**src/rtl/modulo_medidor_frequencia.sv**
```systemverilog
// Frequency meter: counts synchronised rising edges of sig_in over back-to-back
// gate windows of GATE_CYCLES clk cycles and publishes each count with a valid pulse.
module modulo_medidor_frequencia #(
  parameter int GATE_CYCLES = 1000,
  parameter int CNT_WIDTH   = 16,
  parameter int SYNC_STAGES = 2
) (
  input  logic                 clk,
  input  logic                 clr,
  input  logic                 enable,
  input  logic                 sig_in,
  output logic [CNT_WIDTH-1:0] freq_count,
  output logic                 valid,
  output logic                 overflow,
  output logic                 busy
);

  localparam int                   GATE_W    = $clog2(GATE_CYCLES);
  localparam logic [GATE_W-1:0]    GATE_LAST = GATE_W'(GATE_CYCLES - 1);
  localparam logic [CNT_WIDTH-1:0] CNT_MAX   = '1;

  typedef enum logic {
    IDLE  = 1'b0,
    COUNT = 1'b1
  } state_t;

  state_t                 state;
  logic [SYNC_STAGES-1:0] sync_q;
  logic                   prev_q;
  logic [GATE_W-1:0]      gate_cnt;
  logic [CNT_WIDTH-1:0]   edge_cnt;
  logic                   ovf;

  logic                   synced;
  logic                   edge_det;
  logic                   win_last;
  logic [CNT_WIDTH-1:0]   cnt_next;
  logic                   ovf_next;

  assign synced   = sync_q[SYNC_STAGES-1];
  assign edge_det = synced & ~prev_q;
  assign win_last = (gate_cnt == GATE_LAST);

  // Edge count including this cycle's edge; saturates and flags lost edges.
  always_comb begin
    cnt_next = edge_cnt;
    ovf_next = ovf;
    if (edge_det) begin
      if (edge_cnt == CNT_MAX) begin
        ovf_next = 1'b1;
      end else begin
        cnt_next = edge_cnt + CNT_WIDTH'(1);
      end
    end
  end

  always_ff @(posedge clk) begin
    if (!clr) begin
      state      <= IDLE;
      sync_q     <= '0;
      prev_q     <= 1'b0;
      gate_cnt   <= '0;
      edge_cnt   <= '0;
      ovf        <= 1'b0;
      freq_count <= '0;
      valid      <= 1'b0;
      overflow   <= 1'b0;
      busy       <= 1'b0;
    end else begin
      sync_q <= {sync_q[SYNC_STAGES-2:0], sig_in};
      prev_q <= synced;
      valid  <= 1'b0;
      case (state)
        IDLE: begin
          if (enable) begin
            state    <= COUNT;
            busy     <= 1'b1;
            gate_cnt <= '0;
            edge_cnt <= '0;
            ovf      <= 1'b0;
          end
        end
        COUNT: begin
          if (win_last) begin
            // Publish and restart with no gap, so no edge is lost between windows.
            freq_count <= cnt_next;
            overflow   <= ovf_next;
            valid      <= 1'b1;
            gate_cnt   <= '0;
            edge_cnt   <= '0;
            ovf        <= 1'b0;
            if (!enable) begin
              state <= IDLE;
              busy  <= 1'b0;
            end
          end else if (!enable) begin
            state <= IDLE;
            busy  <= 1'b0;
          end else begin
            gate_cnt <= gate_cnt + GATE_W'(1);
            edge_cnt <= cnt_next;
            ovf      <= ovf_next;
          end
        end
        default: begin
          state <= IDLE;
          busy  <= 1'b0;
        end
      endcase
    end
  end

endmodule

```
**config.mk**
```make
export PLATFORM = sky130hd
export DESIGN_NAME = modulo_medidor_frequencia
export DESIGN_NICKNAME = d
export VERILOG_FILES = /design/src/rtl/modulo_medidor_frequencia.sv
export SDC_FILE = /design/constraint.sdc
export NUM_CORES = 1
export LEC_CHECK = 0
export ABC_AREA = 1
export BUFFER_PORTS_ARGS = -buffer_cell sky130_fd_sc_hd__buf_2
export CAP_MARGIN = 20
export CORE_UTILIZATION = 35
export DETAILED_ROUTE_END_ITERATION = 8
export GPL_TIMING_DRIVEN = 0
export PLACE_DENSITY = 0.63
export SLEW_MARGIN = 15
export SYNTH_ARGS = -nofsm -noshare
export SYNTH_HDL_FRONTEND = slang
export SYNTH_SLANG_ARGS = --single-unit
```
**constraint.sdc**
```tcl
create_clock -name clk -period 1.52 [get_ports clk]
set_input_delay 0.304 -clock clk [delete_from_list [all_inputs] [get_ports clk]]
set_output_delay 0.304 -clock clk [all_outputs]
set_load 0.05 [all_outputs]
```
==> summary.md, run 1 <==
| Metric | Value |
|---|---|
| Seq pwr share | 56.7% |
| Root Buffer | clkbuf_8 |
| Die area | 7901 µm² |
| Largest net degree at the start of global routing | 17 |
| Tmin final | 1525 ps |
| Die Ht | 88.89 µm |
| Initial antenna violation count | 0 |
| Synth top cells by count | nand2_1 (102), inv_1 (53), dfxtp_1 (50), nand3_1 (32), a21oi_1 (29) |
| Fin util | 47.89% |
| H-tree lvl count | 2 |
| Layout Nets | 444 |
| Post-DP HPWL | 4527 µm |
| Clock power share | 35.4% |
| IO Pins | 23 |
| Hold path startpoint | sig_in |
| Startpoint types | register |
| Antenna Nets Post-Route | 0 |
| Global route overflow | 0 |
| Worst path max stage delay | 350 ps |
| Setup CP Type | reg2reg |
| Met2 wire len | 3095 µm |
| Violated checks | setup timing |
| Post-Place Worst Slack | -207.3 ps |
| Vias/cell | 4.858 |
| Core area | 7292 µm² |
| Starting Density | 36.24% |
| Clk buf depth | 2 |
| Syn avg cell area | 6.828 µm² |
| Die width | 88.89 µm |
| Final period util | 100.3% |
| Reg clk slew, reported paths | 100 ps |
| Met1 Wirelength | 3334 µm |
| WL per Instance | 12.46 µm |
| Leak | 0.001566 µW |
| Max-cap viol count | 0 |
| Crit path max fanout | 9 |
| Largest cells by area after synthesis | dfxtp_1 (38%), nand2_1 (14%), inv_1 (7.5%), nand3_1 (6.1%), a21oi_1 (5.5%) |
| Hold/Removal Path Class | in2reg |
| Final hold viol count | 0 |
| Synth-to-layout area growth | 32.15% |
| Post-synth top area share | 37.88% |
| Switching Fraction | 26.42% |
| Setup Viol. Count Final | 3 |
| Maximum clock rate | 655.6 MHz |
| Comb power frac | 7.8% |
| First-pass GRT wire length | 10270 µm |
| Outcome | complete, but fails checks |
| Gp weighted congestion | 0.8188 |
| Unrepaired setup endpoints after global routing | yes |
| Gr usage total | 16.93% |
| Core Rows | 31 |
| Worst path most repeated cell | nand2_4 |
| Cts hold-fix bufs | 0 |
| Synth cell types | 32 |
| CP required | 1750 ps |
| Total CTS buffers | 5 |
| Syn Inst Count | 387 |
| YS warnings | 0 |
| DRT Wirelength | 6681 µm |
| DR iter-0 viols | 92 |
| Uppermost layer routed | met4 |
| Max_slew headroom | 56.44% |
| Hold Slack | 167.6 ps |
| Pre-Repair DR Iteration Count | 4 |
| Skew-Pair Late Insertion Delay | 310 ps |
| Power per Cell Area | 666.7 nW/µm² |
| #FFs+latches synth | 50 |
| Share of the yosys chip area belonging to registers | 37.88% |
| Cell taking the most area after synthesis | dfxtp_1 |
| Most common cell in the synthesized netlist | nand2_1 |
| Critical path's slowest cell | dfxtp_2 |
| Flop2flop setup slack | -5 ps |
| Worst-margin pin slew | 653.5 ps |
| WP buf/inv | 2 |
| Post-synth EDFFs | 0 |
| Reg2reg start | gate_cnt[1]$_SDFFE_PN0P_ |
| Mapped Area | 2643 µm² |
| Async SR Flop Fraction | 0% |
| Crit. End Element | register |
| Critical path origin | gate_cnt[1]$_SDFFE_PN0P_ |
| Switching power total | 615.0 µW |
| Worst Slack Setup Final | -5.243 ps |
| Number of buffers added on ports | 22 |
| Power Internal | 1713 µW |
| Fin. max-slew vios | 0 |
| N_diodes | 0 |
| CTS tree | yes |
| Arr. time, crit path | 1760 ps |
| Clk_skew | 13.81 ps |
| Peak supply drop | 0.3751 mV |
| Routed met3 length | 162 µm |
| CP top delay family | simple AND/OR/NAND/NOR gates |
| Share of layout cells above drive strength 1 | 33.87% |
| Vias in the first global route | 2184 |
| Syn_nets | 395 |
| DRC viols | 0 |
| Via count | 2604 |
| CTS sink cnt | 50 |
| Top_reg_cell synth | dfxtp_1 |
| Crit-path cells | ha_4 > nand2_4 > nor2_4 > nand2_4 > nand4_1 > inv_4 > buf_12 > nand3_1 > a21oi_1 |
-- layout by cell type (no fill, tap or decap), types with 2 or more instances in the layout --
| cell | n |
|---|---|
| nor3_2 | 2 |
| o21bai_1 | 7 |
| nor3_1 | 3 |
| nor2_4 | 8 |
| nor2_1 | 18 |
| nand3_4 | 2 |
| nor2_2 | 7 |
| nand3_1 | 22 |
| ha_4 | 3 |
| nand3_2 | 11 |
| dfxtp_1 | 31 |
| o21ai_0 | 15 |
| nand2_4 | 8 |
| o21ai_1 | 10 |
| a21o_1 | 6 |
| clkbuf_1 | 5 |
| nand3b_1 | 2 |
| nand2_1 | 90 |
| buf_6 | 4 |
| a21oi_2 | 9 |
| nand4_1 | 5 |
| a21oi_1 | 20 |
| nand2_2 | 10 |
| inv_2 | 5 |
| nor3b_2 | 2 |
| buf_2 | 22 |
| dfxtp_2 | 16 |
| buf_8 | 2 |
| inv_1 | 50 |
| buf_4 | 18 |
| buf_12 | 2 |
| clkbuf_8 | 5 |
| dfxtp_4 | 3 |
-- per-stage QoR --
stage	cells	total power, µW	TNS, ps	cell area (µm²)
after global routing	536	2406	-2024	3492
after global placement	508	1483	-4684	2877
after CTS	530	2312	-17.70	3203
after detailed placement	508	1486	-5217	2877
after floorplan	387	1442	0	2643
final	536	2328	-9.303	3492
-- final cells by class --
type                       count  area, µm²
sequential                    50       1032
timing repair buffer          43      317.8
tap                           99      123.9
buffer                        10      82.58
inverter                      57      220.2
clock buffer                   6      72.57
fill                         748       3800
clock inverter                 2      17.52
multi-input combinational    269       1625
-- cell families after synthesis --
group	synth area share, %
AOI/OAI and AO/OA	15.96
buffers and inverters	10.65
and+or+nand+nor	32.95
adders and majority gates	1.894
DFF	37.88
xor gates and xnor gates	0.6630
-- worst reg2reg max path: stages (launching register included) --
cell and delay (ps):
dfxtp_2 350, ha_4 170, nand2_4 80, nor2_4 40, nand2_4 100, nand4_1 200, inv_4 160, buf_12 140
nand3_1 80, a21oi_1 140
-- repair_timing --
| action | in CTS | in global routing |
|---|---|---|
| cloned | 1 | 1 |
| setup endpoints to repair | 44 | 44 |
| resized for setup | 32 | 78 |
| setup buffers | 13 | 6 |
| pin swaps | 11 | 22 |
-- metal layers --
metal  vias up  GRT usage (%)
met5         -              0
met4         0          4.692
met3         7          2.862
met2        36          27.97
met1      1223          22.86
li1       1338              -
-- power groups by stage --
stage | registers (µW) | logic (µW) | clock network [µW]
4_1_cts | 1320 | 153 | 835
3_3_place_gp | 1360 | 128 | 0
5_1_grt | 1320 | 197 | 887
6_report | 1320 | 183 | 825
2_1_floorplan | 1360 | 78.6 | 0
3_5_place_dp | 1360 | 130 | 0
-- state kept, by name (all words and copies together), names as in the netlist --
signal / cells
valid: 1
freq_count: 16
overflow: 1
prev_q: 1
busy: 1
edge_cnt: 16
sync_q: 2
state: 1
ovf: 1
gate_cnt: 10
-- worst paths after layout --
kind / cells after the start / endpoint
worst max-delay path: 9 / edge_cnt[10]$_SDFFE_PN0P_
worst min register to register: 2 / sync_q[1]$_SDFF_PN0_
worst max register to register: 9 / edge_cnt[10]$_SDFFE_PN0P_
worst min-delay path: 3 / sync_q[0]$_SDFF_PN0_
Note: power is estimated with default switching activity, not from simulation.
==> run 2: changes to the inputs <==
PLACE_DENSITY = not set   (was 0.63)
==> summary.md, run 2 (same netlist as run 1, synthesis figures left out) <==
| Metric | Value |
|---|---|
| Skew-Pair Late Insertion Delay | 300 ps (about the same) |
| Clk_skew | 5.070 ps (-8.738 ps) |
| Max_slew headroom | 51.76% (-4.7 points) |
| WL per Instance | 12.73 µm (+2.2%) |
| Gr usage total | 18.20% (+1.3 points) |
| Switching Fraction | 23.13% (-3.3 points) |
| Outcome | finished clean |
| Root Buffer | clkbuf_8 |
| DR iter-0 viols | 161 (+75%) |
| Die area | 7901 µm² (unchanged) |
| Final hold viol count | 0 (unchanged) |
| DRC viols | 0 (unchanged) |
| Setup CP Type | reg2reg |
| H-tree lvl count | 2 (unchanged) |
| Starting Density | 36.24% (unchanged) |
| Worst-margin pin slew | 723.6 ps (+70.17 ps) |
| Placed Cells | 508 (unchanged) |
| Initial antenna violation count | 0 (unchanged) |
| Flop2flop setup slack | 2 ps (about the same) |
| CP required | 1720 ps (-30 ps) |
| Met1 GRT Util | 25.43% (+2.6 points) |
| Final Non-Filler Cells | 531 (-0.93%) |
| Hold path startpoint | sig_in |
| Clk buf depth | 2 (unchanged) |
| Fin util | 47.25% (-0.63 points) |
| Peak supply drop | 0.3760 mV (+0.24%) |
| Crit. End Element | register |
| Share of layout cells above drive strength 1 | 32.64% (-1.2 points) |
| Critical path's slowest cell | dfxtp_4 |
| Number of buffers added on ports | 22 (unchanged) |
| Hold/Removal Path Class | in2reg |
| Final period util | 99.88% (-0.47 points) |
| CP top delay family | flip-flops |
| Layout Nets | 440 (-0.90%) |
| Power per Cell Area | 718.5 nW/µm² (+7.8%) |
| N_diodes | 0 (unchanged) |
| Switching power total | 572.7 µW (-6.9%) |
| DRT Wirelength | 6762 µm (+1.2%) |
| Hold depth | 3 (unchanged) |
| RR Endpoint | freq_count[2]$_SDFFE_PN0P_ |
| Unrepaired setup endpoints after global routing | yes |
| Via count | 2589 (-0.58%) |
| Vias/cell | 4.876 (+0.36%) |
| Worst reg2reg path depth | 9 (unchanged) |
| Antenna Nets Post-Route | 0 (unchanged) |
| Crit path max fanout | 6 (-3) |
| Commonest non-fill, non-tap cell in the layout | nand2_1 |
| WP buf/inv | 3 (+1) |
| Die Ht | 88.89 µm (unchanged) |
| Leak | 0.001492 µW (-4.8%) |
| Tmin final | 1518 ps (-7.123 ps) |
| Clock power share | 39.5% (+4.1 points) |
| Instance count on the critical path | 9 (unchanged) |
| Core Rows | 31 (unchanged) |
| GRT Max-Usage Layer | met2 |
| IO Pins | 23 (unchanged) |
| Global route overflow | 0 (unchanged) |
| Fin. max-slew vios | 0 (unchanged) |
| Post-DP HPWL | 4537 µm (+0.22%) |
| Most frequent cells in the layout | nand2_1 (91), inv_1 (51), dfxtp_1 (30) |
| Synth-to-layout area growth | 30.40% |
| First-pass GRT wire length | 11030 µm (+7.5%) |
| Met3 usage | 3.416% (+0.55 points) |
| Pre-Repair DR Iteration Count | 4 (unchanged) |
| Reg2reg start | gate_cnt[0]$_SDFFE_PN0P_ |
| Gp weighted congestion | 0.8369 (+2.2%) |
| Worst path max stage delay | 370 ps (+20 ps) |
| Startpoint types | register |
| Power Internal | 1903 µW (+11%) |
| Comb power frac | 7.1% (-0.7 points) |
| Reg clk slew, reported paths | 90 ps (about the same) |
| Maximum clock rate | 658.7 MHz (+0.47%) |
| Arr. time, crit path | 1720 ps (-40 ps) |
| Setup Viol. Count Final | 0 (-3) |
| Regs by FF count | edge_cnt x16, freq_count x16, gate_cnt x10 |
| Fillcell total | 759 (+1.5%) |
| Core area | 7292 µm² (unchanged) |
| CTS tree | yes |
| Met2 usage in global routing | 28.32% (+0.35 points) |
| Area of the multi-input gates | 1605 µm² (-1.2%) |
| Hold path endpoint | sync_q[0]$_SDFF_PN0_ |
| Total CTS buffers | 5 (unchanged) |
| Max-cap viol count | 0 (unchanged) |
| Die width | 88.89 µm (unchanged) |
| Crit-path cells | ha_4 > nand2_4 > nor2_4 > nand2_4 > nor2_4 > buf_6 > clkinvlp_4 > o21bai_1 > inv_1 |
| CTS sink cnt | 50 (unchanged) |
| Vias in the first global route | 2358 (+8.0%) |
| Largest net degree at the start of global routing | 15 (-2) |
| Seq pwr share | 53.4% (-3.3 points) |
| FF+latch area | 1031 µm² (-0.12%) |
## run 2: routing by layer
| layer | wire (µm) | up-vias |
|---|---|---|
| met5 | 0 | - |
| met4 | 48 | 0 |
| met3 | 270 | 4 |
| met2 | 3141 | 51 |
| met1 | 3302 | 1209 |
| li1 | - | 1325 |
## run 2: power groups by stage
stage	Clock, µW	Combinational, µW	Sequential, µW
global route	1070	190	1330
finish	977	176	1320
floorplan	0	78.6	1360
CTS	1000	151	1320
detailed placement	0	132	1360
global placement	0	129	1360
## run 2: per-stage QoR
| step | worst slack, ps | hold slack (ps) | setup TNS, ps | total power, µW | instance area [µm²] |
|---|---|---|---|---|---|
| after floorplan | 58.50 | 390.5 | 0 | 1442 | 2643 |
| after global placement | -213.8 | 399.9 | -5127 | 1484 | 2877 |
| after detailed placement | -237.1 | 397.5 | -6352 | 1487 | 2877 |
| after CTS | -20.89 | 177.0 | -39.62 | 2475 | 3213 |
| after global routing | -126.1 | 186.3 | -2036 | 2585 | 3446 |
| final | 1.880 | 178.6 | 0 | 2476 | 3446 |
## run 2: cell type report
| class | count | area share, % |
|---|---|---|
| plain buffers | 11 | 2.651 |
| clock buffers | 6 | 2.397 |
| clock inverters | 1 | 0.8715 |
| inverters | 57 | 6.391 |
| multi-input cells | 269 | 46.59 |
| flip-flops and latches | 50 | 29.92 |
| well taps | 99 | 3.595 |
| repair buffers | 38 | 7.589 |
## run 2: worst max-delay path by stage
stage / endpoint / slack [ps] / startpoint
final: freq_count[2]$_SDFFE_PN0P_ / 2 / gate_cnt[0]$_SDFFE_PN0P_
after global placement: freq_count[13]$_SDFFE_PN0P_ / -210 / gate_cnt[0]$_SDFFE_PN0P_
after global routing: freq_count[2]$_SDFFE_PN0P_ / -130 / gate_cnt[1]$_SDFFE_PN0P_
after detailed placement: freq_count[12]$_SDFFE_PN0P_ / -240 / gate_cnt[0]$_SDFFE_PN0P_
after floorplan: gate_cnt[2]$_SDFFE_PN0P_ / 60 / gate_cnt[0]$_SDFFE_PN0P_
after CTS: freq_count[14]$_SDFFE_PN0P_ / -20 / gate_cnt[1]$_SDFFE_PN0P_
## run 2: repair_timing
item,4_1_cts,5_1_grt
gates resized for setup,34,63
endpoints found under the setup margin,45,43
cloned,1,1
pin swaps,13,14
setup buffers,13,1
hold buffers,0,0
## run 2: worst reg2reg max path: cells and delay by family (launching register included)
kind            cells  cell delay (ps)
simple gates        4              370
fa+ha+maj           1              150
compound gates      1              180
flops               1              370
buf+inv             3              350
